[config.mk]
export PLATFORM = sky130hd
export DESIGN_NAME = regfile_wb
export DESIGN_NICKNAME = d
export VERILOG_FILES = /design/src/rtl/regfile_wb.sv
export SDC_FILE = /design/constraint.sdc
export NUM_CORES = 2
export LEC_CHECK = 0
export CELL_PAD_IN_SITES_DETAIL_PLACEMENT = 0
export CELL_PAD_IN_SITES_GLOBAL_PLACEMENT = 1
export CORE_MARGIN = 2
export CORE_UTILIZATION = 59
export CTS_BUF_LIST = sky130_fd_sc_hd__clkbuf_16
export CTS_CLUSTER_DIAMETER = 200
export CTS_CLUSTER_SIZE = 8
export DETAILED_ROUTE_END_ITERATION = 8
export DONT_BUFFER_PORTS = 1
export GPL_TIMING_DRIVEN = 1
export PLACE_DENSITY = 0.85
export SYNTH_ARGS = -nofsm -noshare
export SYNTH_HDL_FRONTEND = slang
export SYNTH_SLANG_ARGS = --single-unit
[constraint.sdc]
create_clock -name clk -period 2.6 [get_ports clk]
set_input_delay 0.13 -clock clk [delete_from_list [all_inputs] [get_ports clk]]
set_output_delay 0.13 -clock clk [all_outputs]
set_load 0.005 [all_outputs]
[src/rtl/regfile_wb.sv]
// regfile_wb: GPR write-back stage of the multi-cycle MIPS datapath.
// Holds 32x32 GPRs (r0 hardwired to zero), HI/LO, and a debug write counter.
//
// Ports:
//   clk, rst_n           rising-edge clock, async active-low reset
//   RF_W, Waddr, Wdata   GPR write port (commits on edge, ignored for r0)
//   Raddr1/Rdata1        rs combinational read port
//   Raddr2/Rdata2        rt combinational read port
//   HI_W, HI_in, HI_out  HI register write/read
//   LO_W, LO_in, LO_out  LO register write/read
//   wr_cnt               count of committed GPR writes, wraps at 16 bits
//
// Parameters:
//   BYPASS      1 = a read of the address being written returns Wdata
//   DEPTH_LOG2  register-file address width; only 5 is supported
module regfile_wb #(
    parameter int BYPASS     = 0,
    parameter int DEPTH_LOG2 = 5
) (
    input  logic        clk,
    input  logic        rst_n,
    input  logic        RF_W,
    input  logic [4:0]  Waddr,
    input  logic [31:0] Wdata,
    input  logic [4:0]  Raddr1,
    input  logic [4:0]  Raddr2,
    output logic [31:0] Rdata1,
    output logic [31:0] Rdata2,
    input  logic        HI_W,
    input  logic        LO_W,
    input  logic [31:0] HI_in,
    input  logic [31:0] LO_in,
    output logic [31:0] HI_out,
    output logic [31:0] LO_out,
    output logic [15:0] wr_cnt
);

    localparam int DEPTH = 1 << DEPTH_LOG2;

    logic [31:0] regs [DEPTH];
    logic [31:0] hi_q;
    logic [31:0] lo_q;
    logic [15:0] cnt_q;
    logic        we;

    // RF_W gates the address compare, so an unknown Waddr while
    // RF_W=0 can never produce a write.
    assign we = RF_W && (Waddr != 5'd0);

    always_ff @(posedge clk or negedge rst_n) begin
        if (!rst_n) begin
            for (int i = 0; i < DEPTH; i++) begin
                regs[i] <= '0;
            end
        end else if (we) begin
            regs[Waddr] <= Wdata;
        end
    end

    always_ff @(posedge clk or negedge rst_n) begin
        if (!rst_n) begin
            hi_q <= '0;
        end else if (HI_W) begin
            hi_q <= HI_in;
        end
    end

    always_ff @(posedge clk or negedge rst_n) begin
        if (!rst_n) begin
            lo_q <= '0;
        end else if (LO_W) begin
            lo_q <= LO_in;
        end
    end

    // Natural 16-bit overflow provides the FFFF -> 0000 wrap.
    always_ff @(posedge clk or negedge rst_n) begin
        if (!rst_n) begin
            cnt_q <= '0;
        end else if (we) begin
            cnt_q <= cnt_q + 16'd1;
        end
    end

    // r0 is forced to zero ahead of the bypass check, so a stray
    // write to r0 is never forwarded either.
    always_comb begin
        Rdata1 = regs[Raddr1];
        if (Raddr1 == 5'd0) begin
            Rdata1 = '0;
        end else if ((BYPASS != 0) && we && (Raddr1 == Waddr)) begin
            Rdata1 = Wdata;
        end
    end

    always_comb begin
        Rdata2 = regs[Raddr2];
        if (Raddr2 == 5'd0) begin
            Rdata2 = '0;
        end else if ((BYPASS != 0) && we && (Raddr2 == Waddr)) begin
            Rdata2 = Wdata;
        end
    end

    assign HI_out = hi_q;
    assign LO_out = lo_q;
    assign wr_cnt = cnt_q;

endmodule

* Word-level counts from Yosys, hierarchy flattened
Index checks and enable logic that the tools add are counted.
Operators by class: add/sub/neg operators 1, $lt $le $gt $ge 4, mux-type cells 11, bitwise logic cells 3, reductions and logical operators 5
Operators by type and width (count):
- 1024-bit bitwise mux | 1
- 32-bit binary-select mux with 5-bit select | 2
- 32-bit two-way mux | 7
- 32-bit demux with 5-bit select | 1
- 6-bit greater-or-equal comparator (second input constant) | 3
- 5-bit inverter with 6-bit output | 3
- 16-bit by 1-bit adder with 16-bit output (second input constant) | 1
- 5-bit zero test | 2
- 6-bit by 1-bit < comparator with 1-bit output (second input constant) | 1
- 5-bit nonzero test | 1
- 1-bit logical AND | 2
Storage, ports and cells: register bits after elaboration 1104, bits of input ports 116, output and inout bits 144, logic and storage cells 59

* Longest topological paths before layout
depth in word-level cells 6, mapped depth 9, gate-level depth less buffers 4

* Worst setup path before layout
No wires, ideal clock.
kind input to output, start point input port Raddr2[2], end point output port Rdata2[12], arrival 1.681 ns, data required time 2.470 ns, path slack 0.789 ns, cell stages on the path 7, path buffers 3, cells stage by stage buf_2 > buf_4 > clkbuf_1 > mux4_2 > a22o_1 > a2111oi_1 > nor3_1
On the way: longest elaborated chain between the ends 5, elaborated cells on any way between the ends 6, classes of those cells 4 x mux; 1 x bitwise; 1 x reduce/logical
RTL lines:
- start: declaration | line 26 | input logic [4:0] Raddr2,
- 5-bit inverter with 6-bit output (implied by the code) | line 97 | Rdata2 = regs[Raddr2];
- 32-bit binary-select mux with 5-bit select | line 97
- 32-bit two-way mux (implied by the code) (2 in series) | line 97
- 32-bit two-way mux * | line 98 | if (Raddr2 == 5'd0) begin
- end: declaration | line 28 | output logic [31:0] Rdata2,
Mark *: on every way between the ends. The rest lies on a longest branch, timed or not. The select of a mux whose other input is x is not followed.

* Final worst setup path
start point input port Raddr1[2], end point output port Rdata1[24]
On the way: longest elaborated chain between the ends 5, elaborated cells on any way between the ends 6, classes of those cells 4 x mux; 1 x bitwise; 1 x reduce/logical
RTL lines:
- start: declaration | line 25 | input logic [4:0] Raddr1,
- 5-bit inverter with 6-bit output (implied by the code) | line 88 | Rdata1 = regs[Raddr1];
- 32-bit binary-select mux with 5-bit select | line 88
- 32-bit two-way mux (implied by the code) (2 in series) | line 88
- 32-bit two-way mux * | line 89 | if (Raddr1 == 5'd0) begin
- end: declaration | line 27 | output logic [31:0] Rdata1,
Marks and branches as above.

==> insert_results.sql <==
INSERT INTO impl_metrics (metric_group, metric, value, unit) VALUES
('outcome', 'status', 'finished, violations left', ''),
('outcome', 'violated_checks', 'negative hold slack, negative setup slack', ''),
('global_routing', 'globalRouteTotalUtil', '0.360', ''),
('global_routing', 'grt_antenna_before_repair', '3', ''),
('synthesis', 'synth_top_family_by_area', 'multiplexers', ''),
('setup_path', 'cpMaxStageDelayCell', 'nor2b_4', ''),
('cells_and_area', 'area_growth_syn_to_layout', '13.2', '%'),
('synthesis', 'area_fraction_in_and_or_nand_and_nor_cells_after_synthesis', '0.0206', ''),
('synthesis', 'synth_enable_flop_cells', '0', ''),
('cts', 'htree_num_levels', '4', ''),
('setup_path', 'crit_type', 'input port to output port', ''),
('detailed_routing', 'drt_drc_violations_left', '0', ''),
('cts', 'cts.hold.buffers_added', '168', ''),
('power_and_ir_drop', 'power.density_cell_area', '766', 'nW/um^2'),
('cells_and_area', 'drive_gt1_frac', '0.469', ''),
('sta', 'timing.final.max_slew_violations', '0', ''),
('sta', 'slew_headroom', '0.179', ''),
('sta', 'fin_hold_ws', '-0.918', 'ns'),
('global_routing', 'pin_count_of_the_biggest_net_entering_global_routing', '1105', ''),
('cells_and_area', 'nets', '4122', ''),
('sta', 'finalWorstSetupSlack', '-0.0413', 'ns'),
('cts', 'cts_tree', 'built', ''),
('setup_path', 'end_kind', 'output port', ''),
('setup_path', 'worst-path-max-fanout', '285', ''),
('global_routing', 'grt_first_pass_wirelength', '264000', 'um'),
('sta', 'achievable-frequency', '379', 'MHz'),
('sta', 'worstMarginPinSlew', '1.23', 'ns'),
('die', 'horiz_die_dim', '317', 'um'),
('die', 'design.portCount', '260', ''),
('sta', 'hold_viol_final', '353', ''),
('detailed_routing', 'drt_iter0_markers', '4454', ''),
('cts', 'clock-sinks', '1104', ''),
('synthesis', 'ys_warn_count', '0', ''),
('die', 'floorplan.die.height', '317', 'um'),
('detailed_routing', 'wl_per_cell', '33.9', 'um'),
('cells_and_area', 'fill_cells', '6630', ''),
('synthesis', 'synthXorXnorAreaFrac', '0.00227', ''),
('synthesis', 'proportion_of_synthesized_flip_flops_having_asynchronous_set_or_reset', '1.00', ''),
('setup_path', 'critical_path.cell_chain', 'nor2b_4, a22oi_1, a21oi_1, nor4_2, buf_4, buf_4', ''),
('setup_path', 'critical_path_arrival', '2.51', 'ns'),
('synthesis', 'synthMuxAreaShare', '0.407', ''),
('sta', 'fin_skew', '0.00641', 'ns'),
('setup_path', 'startpoint_type', 'input port', ''),
('synthesis', 'ys_seq_elements', '1104', ''),
('setup_path', 'crit_buf_inv', '2', ''),
('sta', 'layout_min_cycle_time', '2.64', 'ns'),
('place', 'gpl.final_weighted_congestion', '0.821', ''),
('cts', 'cts_buffers', '155', ''),
('global_routing', 'vias_in_the_first_global_route', '39300', ''),
('detailed_routing', 'post_drt_via_cell_ratio', '7.25', ''),
('place', 'buffer_ports.inserted', '0', ''),
('place', 'dp_hpwl', '92400', 'um'),
('detailed_routing', 'dr_total_vias', '38400', ''),
('cells_and_area', 'final_core_util', '0.675', ''),
('synthesis', 'mappedNetlistNets', '4090', ''),
('worst_hold_path', 'min-delay-path-class', 'input port to asynchronous set/reset pin', ''),
('power_and_ir_drop', 'worst_ir_drop_vdd', '0.000510', 'V'),
('setup_path', 'slowest_delay', '1.02', 'ns'),
('die', 'placement_rows', '114', ''),
('synthesis', 'synth_seq_area_share', '0.478', ''),
('global_routing', 'remaining_global_route_overflow', '0', ''),
('detailed_routing', 'detail_route.wirelength', '179000', 'um'),
('cts', 'cts.reportedPaths.clkPinSlew', '0.05', 'ns'),
('global_routing', 'highest_utilization_routing_layer_at_the_global_route_stage', 'met2', ''),
('die', 'die_area', '100000', 'um^2'),
('cts', 'cts_max_path_buffers', '3', ''),
('sta', 'final_setup_vio_count', '2', ''),
('die', 'core_area', '96900', 'um^2'),
('sta', 'grt_setup_unrepaired', 'true', ''),
('synthesis', 'synth_cell_type_count', '52', ''),
('sta', 'setup_tns_final', '-0.0469', 'ns');
==> sequential cells by signal, indices dropped and copies added, names as in the netlist <==
| register | count |
|---|---|
| wr_cnt | 16 |
| regs | 1024 |
| HI_out | 32 |
| LO_out | 32 |
==> what timing repair did <==
item / CTS / global route
endpoints found under the setup margin: 26 / 30
pin swaps: 14 / 17
endpoints found under the hold margin: 2176 / 353
gates resized for setup: 47 / 43
buffers inserted: 7 / 3
==> placed cells by master (no fill, tap or decap), types with 10 or more instances in the layout <==
cell type,count
buf_4,118
mux2i_1,331
dlygate4sd3_1,168
a22o_1,54
o22ai_1,28
o221ai_1,31
a211oi_2,24
nor3_1,29
a2111oi_1,10
dfrtp_1,1104
a211oi_1,52
a21oi_1,52
a2111oi_2,11
a2111oi_4,10
o21ai_1,23
buf_12,32
nor2b_1,52
mux4_2,349
nor4_1,26
clkbuf_16,158
mux2_2,1084
nor2_4,15
a22oi_1,104
==> power by group <==
part | total (mW) | leakage, nW | internal, mW | switching (mW)
clock network | 17.8 | 1.99 | 10.6 | 7.22
logic | 9.30 | 12.5 | 5.84 | 3.46
registers | 22.9 | 14.1 | 20.4 | 2.51
==> synth_stat cells, types with 2 or more instances <==
master,number,area [um^2]
a2111oi_1,25,250
a2111oi_2,6,90.1
a211oi_1,77,578
a21oi_1,52,260
a221oi_1,2,17.5
a221oi_2,2,30.0
a22o_1,54,473
a22oi_1,104,781
and2_1,6,37.5
and3_1,2,12.5
buf_1,39,146
buf_12,2,40.0
buf_2,101,505
buf_4,46,345
buf_6,18,203
clkbuf_1,240,901
dfrtp_1,1104,27600
inv_1,2,7.51
mux2_1,5,56.3
mux2_2,1089,12300
mux2i_1,331,3310
mux4_2,349,7860
nand2_1,20,75.1
nand2b_1,6,37.5
nand3_1,9,45.0
nand4_1,9,56.3
nor2_1,19,71.3
nor2b_1,60,375
nor3_1,34,170
nor4_1,34,213
o211ai_1,2,15.0
o21ai_1,32,160
o221ai_1,31,272
o22ai_1,28,175
or3_1,2,12.5
or4_1,2,15.0
xnor2_1,6,52.6
xor2_1,9,78.8
==> cell type report <==
cell class                      instances  area [um^2]  share of cell area
Inverter                                2         7.51            0.000115
Clock buffer                          158         3950              0.0605
Clock inverter                          8         88.8             0.00136
Antenna cell                            2         5.00           0.0000766
Timing Repair Buffer                  323         3350              0.0512
Multi-Input combinational cell       2419        28800               0.440
Tap cell                             1276         1600              0.0244
Sequential cell                      1104        27600               0.423
==> stage by stage <==
| stage | cell area, um^2 | worst slack [ns] | cells |
|---|---|---|---|
| global route | 65400 | -0.0444 | 5291 |
| finish | 65400 | -0.0413 | 5292 |
| CTS | 65000 | 0.000834 | 5284 |
| floorplan | 57700 | 0.789 | 3973 |
| detailed placement | 58900 | 0.0100 | 4944 |
| global placement | 58900 | -0.0171 | 4944 |
==> kinds of logic (layout without fill, tap and decap cells) <==
group	Yosys count	after routing
flip-flops	1104	1104
buffers and inverters	450	491
AND/OR/NAND/NOR	211	211
XOR/XNOR	15	15
other	0	2
AO/OA/AOI/OAI	418	418
multiplexers	1774	1774
adder cells (fa/ha/maj)	1	1
==> worst reg2reg max path, delay by kind of cell, from the launching register on <==
family / cells / cell delay (ns)
flops: 1 / 0.45
xor+xnor: 1 / 0.17
simple gates: 3 / 1.02
==> routing by layer <==
metal | vias to the layer above | routed length [um]
met5 | - | 11
li1 | 15300 | -
met4 | 2 | 6860
met2 | 2093 | 83200
met1 | 20600 | 70900
met3 | 418 | 18100
==> path summary, 6_finish.rpt <==
check / depth (start not counted) / to / slack (ns) / start
hold reg to reg: 0 / regs[1018] / 0.39 / regs[1018]
min in group clk: 3 / regs[928] / 0.03 / Waddr[0]
max in group asynchronous: 3 / regs[110] / 0.61 / rst_n
setup / recovery: 6 / Rdata1[24] / -0.04 / Raddr1[2]
hold / removal: 0 / wr_cnt[7] / -0.92 / rst_n
setup reg to reg: 4 / wr_cnt[15] / 0.89 / wr_cnt[2]
(Power assumes the default switching activity.)
